### src/rtl/multicycle_control.sv
// Multi-cycle control unit: accepts one opcode per handshake and sequences
// execute, memory and write-back phases, with a sticky memory-timeout fault.
module multicycle_control #(
  parameter int OPW     = 4,
  parameter int ALUW    = 4,
  parameter int TIMEOUT = 16
) (
  input  logic            clk,
  input  logic            rst_n,
  input  logic            instr_valid,
  input  logic [OPW-1:0]  opcode,
  output logic            instr_ready,
  input  logic            mem_ack,
  output logic            WE,
  output logic            demux_sel,
  output logic            W,
  output logic            R,
  output logic [ALUW-1:0] alucode,
  output logic            busy,
  output logic            illegal,
  output logic            fault
);

  localparam int CNTW = $clog2(TIMEOUT + 1);
  localparam logic [CNTW-1:0] CNT_LAST = CNTW'(TIMEOUT - 1);

  localparam logic [OPW-1:0] OP_NOP = OPW'(0);
  localparam logic [OPW-1:0] OP_A1  = OPW'(1);
  localparam logic [OPW-1:0] OP_A2  = OPW'(2);
  localparam logic [OPW-1:0] OP_A3  = OPW'(3);
  localparam logic [OPW-1:0] OP_A4  = OPW'(4);
  localparam logic [OPW-1:0] OP_A5  = OPW'(5);
  localparam logic [OPW-1:0] OP_A6  = OPW'(6);
  localparam logic [OPW-1:0] OP_SW  = OPW'(7);
  localparam logic [OPW-1:0] OP_LW  = OPW'(8);

  typedef enum logic [2:0] {
    S_IDLE,
    S_EXEC,
    S_MEM,
    S_WB,
    S_FAULT
  } state_t;

  typedef struct packed {
    logic            instr_ready;
    logic            we;
    logic            demux_sel;
    logic            w;
    logic            r;
    logic            busy;
    logic            fault;
    logic [ALUW-1:0] alucode;
  } ctrl_t;

  state_t          state, state_nxt;
  logic [OPW-1:0]  op_q, op_nxt;
  logic [CNTW-1:0] cnt, cnt_nxt;
  logic            illegal_nxt;
  ctrl_t           ctrl_q;

  function automatic logic [ALUW-1:0] alu_of(input logic [OPW-1:0] op);
    logic [ALUW-1:0] a;
    a = '0;
    case (op)
      OP_A1:   a = ALUW'(4'b0000);
      OP_A2:   a = ALUW'(4'b0001);
      OP_A3:   a = ALUW'(4'b0010);
      OP_A4:   a = ALUW'(4'b0110);
      OP_A5:   a = ALUW'(4'b0111);
      OP_A6:   a = ALUW'(4'b1100);
      default: a = '0;
    endcase
    return a;
  endfunction

  // Output decode of a (state, opcode) pair; registered from the next-state
  // values so every output is a flop yet still Moore-aligned with the state.
  function automatic ctrl_t decode(input state_t s, input logic [OPW-1:0] op);
    ctrl_t c;
    c = '0;
    case (s)
      S_IDLE: c.instr_ready = 1'b1;
      S_EXEC: begin
        c.we      = 1'b1;
        c.busy    = 1'b1;
        c.alucode = alu_of(op);
      end
      S_MEM: begin
        c.busy = 1'b1;
        if (op == OP_SW) begin
          c.w         = 1'b1;
          c.demux_sel = 1'b1;
        end else begin
          c.r = 1'b1;
        end
      end
      S_WB: begin
        c.we        = 1'b1;
        c.demux_sel = 1'b1;
        c.busy      = 1'b1;
      end
      S_FAULT: c.fault = 1'b1;
      default: c = '0;
    endcase
    return c;
  endfunction

  always_comb begin
    state_nxt   = state;
    op_nxt      = op_q;
    cnt_nxt     = cnt;
    illegal_nxt = 1'b0;
    case (state)
      S_IDLE: begin
        if (instr_valid) begin
          op_nxt = opcode;
          case (opcode)
            OP_NOP: state_nxt = S_IDLE;
            OP_A1, OP_A2, OP_A3, OP_A4, OP_A5, OP_A6: state_nxt = S_EXEC;
            OP_SW, OP_LW: begin
              state_nxt = S_MEM;
              cnt_nxt   = '0;
            end
            default: illegal_nxt = 1'b1;
          endcase
        end
      end
      S_EXEC: state_nxt = S_IDLE;
      // An ack on the same edge as the timeout limit completes normally.
      S_MEM: begin
        if (mem_ack) begin
          state_nxt = (op_q == OP_LW) ? S_WB : S_IDLE;
        end else begin
          cnt_nxt = cnt + CNTW'(1);
          if (cnt == CNT_LAST) begin
            state_nxt = S_FAULT;
          end
        end
      end
      S_WB:    state_nxt = S_IDLE;
      S_FAULT: state_nxt = S_FAULT;
      default: state_nxt = S_IDLE;
    endcase
  end

  always_ff @(posedge clk) begin
    if (!rst_n) begin
      state   <= S_IDLE;
      op_q    <= '0;
      cnt     <= '0;
      illegal <= 1'b0;
      ctrl_q  <= decode(S_IDLE, '0);
    end else begin
      state   <= state_nxt;
      op_q    <= op_nxt;
      cnt     <= cnt_nxt;
      illegal <= illegal_nxt;
      ctrl_q  <= decode(state_nxt, op_nxt);
    end
  end

  assign instr_ready = ctrl_q.instr_ready;
  assign WE          = ctrl_q.we;
  assign demux_sel   = ctrl_q.demux_sel;
  assign W           = ctrl_q.w;
  assign R           = ctrl_q.r;
  assign busy        = ctrl_q.busy;
  assign fault       = ctrl_q.fault;
  assign alucode     = ctrl_q.alucode;

endmodule

### config.mk
export PLATFORM = sky130hd
export DESIGN_NAME = multicycle_control
export DESIGN_NICKNAME = d
export VERILOG_FILES = /design/src/rtl/multicycle_control.sv
export SDC_FILE = /design/constraint.sdc
export NUM_CORES = 1
export LEC_CHECK = 0
export CAP_MARGIN = 0
export CORE_MARGIN = 2
export CORE_UTILIZATION = 50
export CTS_CLUSTER_SIZE = 40
export DETAILED_ROUTE_END_ITERATION = 7
export GPL_TIMING_DRIVEN = 0
export PLACE_DENSITY = 0.89
export SYNTH_ARGS = -nofsm -noshare
export SYNTH_HDL_FRONTEND = slang
export SYNTH_SLANG_ARGS = --single-unit
### constraint.sdc
create_clock -name clk -period 2.35 [get_ports clk]
set_input_delay 0.47 -clock clk [delete_from_list [all_inputs] [get_ports clk]]
set_output_delay 0.47 -clock clk [all_outputs]
set_load 0.01 [all_outputs]
After elaboration in Yosys (flattened, before gate mapping)
Index checks and enable logic that the tools add are counted.

Bits in registers: 24. Bits of input ports: 8. Output and inout bits: 12. Logic and storage cells: 72.

Add/sub/neg operators: 1. Eq/ne operators: 25. Muxes and demuxes: 21. Reductions and logical operators: 13.

Operators with widths (number): $eq A4 B3 Y1 const B (8); $pmux W4 S5 (1); $pmux W3 S3 (2); $eq A4 B2 Y1 const B (4); $mux W5 (3); $pmux W5 S2 (1); $eq A3 B2 Y1 const B (3); $mux W3 (3); $reduce_or A9 Y1 (1); $eq A4 B4 Y1 const B (2); $mux W4 (2); $eq A3 B3 Y1 const B (2); $logic_not A3 Y1 (2); $mux W1 (6); $reduce_or A6 Y1 (1); $add A5 B1 Y5 const B (1); $eq A5 B4 Y1 const B (1); $eq A4 B1 Y1 const B (1); $logic_not A4 Y1 (1); $mux W2 (2); $ne A2 B2 Y1 const B (2); $reduce_and A2 Y1 (2); $reduce_and A4 Y1 (1); $reduce_or A2 Y1 (2); 6 further kinds (6).

Longest topological paths before layout
Depth in word-level cells: 8. Depth in mapped cells: 7.

Worst setup path after synthesis
OpenSTA, ideal clock, no wires.

Kind: register to register. Start point: register cnt[0]. End point: register ctrl_q (netlist bit demux_sel). Library setup time: 0.070 ns. Arrival time: 1.950 ns. Data required time: 2.280 ns. Slack: 0.330 ns. Cell stages (with the launch flop): 8. Cell sequence: dfxtp_1 ha_1 and3_1 ha_1 or4b_2 o2bb2ai_1 o21ai_0 a21oi_1.

Cells in the longest elaborated chain, start to end: 6. Elaborated cells on any way between the ends: 7. Those cells by class: 3 x eq/ne; 4 x mux.

Ends and longest elaborated chain: start, declared (RTL line 58) `logic [CNTW-1:0] cnt, cnt_nxt;`; start signal, assigned (RTL line 157) `cnt <= cnt_nxt;`; $eq A5 B4 Y1 * (RTL line 136) `if (cnt == CNT_LAST) begin`; $mux W3 * (RTL line 136); $mux W3 * (RTL line 132) `if (mem_ack) begin`; $pmux W3 S3 * (RTL line 114) `case (state)`; $eq A3 B2 Y1 (RTL line 82) `case (s)`; $pmux W1 S2 * (RTL line 82); end signal, assigned (RTL line 153) `ctrl_q <= decode(S_IDLE, '0);`; end signal, assigned (RTL line 159) `ctrl_q <= decode(state_nxt, op_nxt);`; end, declared (RTL line 60) `ctrl_t ctrl_q;`.

Every way passes the cells marked *; elsewhere a longest branch is shown, timed or not. A chain may end at the register's enable or synchronous reset.

Worst setup path in the final report
Start point: register cnt[0]. End point: register ctrl_q (netlist bit W).

Cells in the longest elaborated chain, start to end: 6.

Ends and longest elaborated chain (RTL line): $eq A5 B4 Y1 (136); $mux W3 (136); $mux W3 (132); $pmux W3 S3 (114); $eq A3 B2 Y1 (82); $reduce_and A2 Y1 (no source line).

No other way between the ends.

==> results.yml <==
die:
  placementRows: 16
  fp.dieW_um: 49.8
  start_util: 0.530
  die_y_um: 49.8
  die_area_um2: 2480
  coreArea_um2: 1980
  io_pins: 20
clock_tree:
  clkLatencyLatePin_ps: 310
  post_cts_buffers: 0
  clockBufferDepth: 2
  path_clk_slew_ps: 120
  htree_num_levels: 1
  numCtsBuffers: 3
  clockRootBuffer: "clkbuf_4"
  cts_tree: "yes"
  cts_sinks: 24
worst_setup_path:
  worstPathRequired_ps: 2590
  crit_type: "register to register"
  worst_path_most_repeated_cell: "ha_1"
  rr_worst_depth: 7
  end_kind: "register"
  startpoint_type: "register"
  cp_max_fo: 3
  path_cells: "ha_1 -> and3_1 -> ha_1 -> or4b_2 -> o2bb2ai_2 -> o21ai_0 -> nor2_1"
  critPathSlowestCell: "or4b_2"
  r2r_end: "W"
  r2r-start: "cnt[0]"
  cp_data_arrival_time_ps: 2430
  cpPeakStageDelay_ps: 670
  reg2reg_slack_ps: 170
power_and_ir_drop:
  p_seq_frac: 0.581
  p_int_mw: 0.559
  p_leak_nw: 0.482
  switching_share: 0.234
  comb_power_share: 0.128
  power_mw: 0.730
  ir_worst_vdd_mv: 0.399
  pwr_density_cell_nw_per_um2: 554
  p_clk_frac: 0.290
  switching_power_mw: 0.171
yosys:
  synth_warnings: 0
  synth_top_area_cell: "dfxtp_1"
  yosys-top-cells-area: "dfxtp_1 46%, mux2i_1 3.8%, nor2b_1 3.6%"
  synth_area_um2: 1050
  synth-seq-cells: 24
  syn-instance-count: 103
  avgSynthCellArea_um2: 10.2
  synth_nets: 113
  synth_top_area_frac: 0.457
  synth_cell_types: 38
  ys_seq_area_frac: 0.457
routing:
  drc: 0
  viasPerCell: 5.58
  antenna_left: 0
  drt_wl_total_um: 2080
  drtIter0Drc: 30
  dr.pass1.iters: 6
  vias: 854
  wl_per_cell_um: 13.6
min_path:
  hold_depth: 2
  hold_path.startpoint: "cnt[4]"
  hold_class: "register to register"
  min_to: "cnt[4]"
global_route:
  grt_pass1_vias: 843
  grt_antenna_before_repair: 0
  grt_max_degree: 14
  grt_use_total: 0.189
  grt.overflow.total: 0
  grt_pass1_wl_um: 3700
timing:
  final_hold_viol_count: 0
  rsz0062_at_grt: "false"
  maxSlewHeadroom: 0.564
  slew_violations: 0
  timing.final.crit_share: 0.928
  setup_violations: 0
  tightest_slew_ps: 651
  layout_min_cycle_time_ps: 2180
  fin_worst_skew_ps: 6.66
  max_freq_mhz: 458
placed_design:
  place_congestion: 0.742
  place_area_um2: 1270
  io_buffers: 19
  hpwl_um: 1610
finish:
  fin_area_um2: 1320
  nets: 137
  drive_gt1_frac: 0.0873
  diodes: 0
  area_delta_synth_final_pct: 25.4
run:
  max_cap_violations: 0
outcome:
  status: "completed"
## cell families after synthesis
family                   count (synthesis)  synth area share
AND/OR/NAND/NOR                         47             0.331
multiplexers                             4            0.0381
buffers and inverters                    7            0.0262
AO/OA/AOI/OAI                           19             0.124
adder cells (fa/ha/maj)                  2            0.0238
flip-flops                              24             0.457
## power groups by stage
stage | Clock [mW] | Combinational, mW | Sequential, mW
2_1_floorplan | 0 | 0.0510 | 0.435
6_report | 0.212 | 0.0937 | 0.424
5_1_grt | 0.230 | 0.102 | 0.426
3_3_place_gp | 0 | 0.0891 | 0.433
3_5_place_dp | 0 | 0.0925 | 0.434
4_1_cts | 0.215 | 0.0930 | 0.424
## placed cells by master, fill, tap and decap left out, types with 2 or more instances in the layout
master / count
a21oi_1: 5
and2_1: 2
and3_1: 2
clkbuf_1: 2
clkbuf_4: 3
clkdlybuf4s50_1: 19
dfxtp_1: 24
ha_1: 2
inv_1: 4
mux2i_1: 4
nand2_1: 5
nand2b_1: 2
nand3_1: 5
nor2b_1: 6
nor3_1: 3
nor3b_1: 2
nor4b_1: 4
nor4bb_1: 2
o21ai_0: 6
or3_1: 3
## synthesized netlist by cell type
library cell  instances
nor3_1                3
nor2b_1               6
clkbuf_2              1
nor2_1                1
nor4_4                1
nand3b_1              1
and4b_1               1
or4b_4                1
nor4b_4               1
o2bb2ai_1             1
nand3_1               5
or4b_2                1
nand2_1               5
nor4_1                1
a31oi_1               1
mux2i_1               4
or3_1                 3
nand2b_1              2
nor4bb_1              2
o21a_1                1
and3b_1               1
nand4b_1              1
nor4b_1               4
a21boi_0              1
clkbuf_1              2
nor3b_1               2
and2_1                2
o2111a_1              1
dfxtp_1              24
and3_1                2
inv_1                 4
o211ai_1              1
a21oi_1               5
o211a_1               1
nand4bb_1             1
o21ai_0               6
o32ai_2               1
ha_1                  2
## sequential cells by signal, summed over array words and instances, names as in the netlist
signal,flops
state,3
WE,1
op_q,4
demux_sel,1
R,1
fault,1
illegal,1
instr_ready,1
alucode,4
W,1
busy,1
cnt,5
## worst max path at each step
| stage | endpoint | slack, ps | startpoint | depth (start not counted) |
|---|---|---|---|---|
| after CTS | W | 120 | cnt[0] | 7 |
| final | W | 170 | cnt[0] | 7 |
| after global routing | W | 50 | cnt[0] | 7 |
| after detailed placement | cnt[3] | -60 | instr_valid | 5 |
| after global placement | cnt[3] | 5 | instr_valid | 5 |
| after floorplan | demux_sel | 330 | cnt[0] | 7 |
## through the flow
| stage | util | std cells | setup TNS, ps | hold WS, ps | worst slack [ps] |
|---|---|---|---|---|---|
| global route | 0.665 | 153 | 0 | 528 | 49.9 |
| global placement | 0.643 | 149 | 0 | 458 | 4.92 |
| finish | 0.665 | 153 | 0 | 489 | 169 |
| CTS | 0.662 | 153 | 0 | 495 | 122 |
| floorplan | - | 103 | 0 | 444 | 330 |
| detailed placement | 0.643 | 149 | -96.3 | 469 | -62.5 |
## per-layer routing
metal	up-vias	track usage	share of wire
met3	5	0.00909	0.017
met1	405	0.259	0.48
met2	18	0.298	0.49
met4	0	0.106	0.018
li1	426	-	-
met5	-	0	0
## worst max-delay path, delay by kind of cell, from the launching register on
| family | cells | cell delay (ps) |
|---|---|---|
| AO/OA/AOI/OAI | 2 | 360 |
| AND/OR/NAND/NOR | 3 | 1010 |
| flip-flops | 1 | 350 |
| adder cells (fa/ha/maj) | 2 | 390 |
## cell type report
type                            instances  area (um2)
Clock buffer                            4        36.3
Fill cell                             162         664
Tap cell                               27        33.8
Sequential cell                        24         480
Timing Repair Buffer                   19         190
Buffer                                  3        12.5
Multi-Input combinational cell         72         549
Inverter                                4        15.0
## timing repair
action,4_1_cts,5_1_grt
hold buffers,0,0
gates resized for setup,0,1
hold endpoints to repair,0,0
setup endpoints to repair,0,2
(Power assumes the default switching activity.)
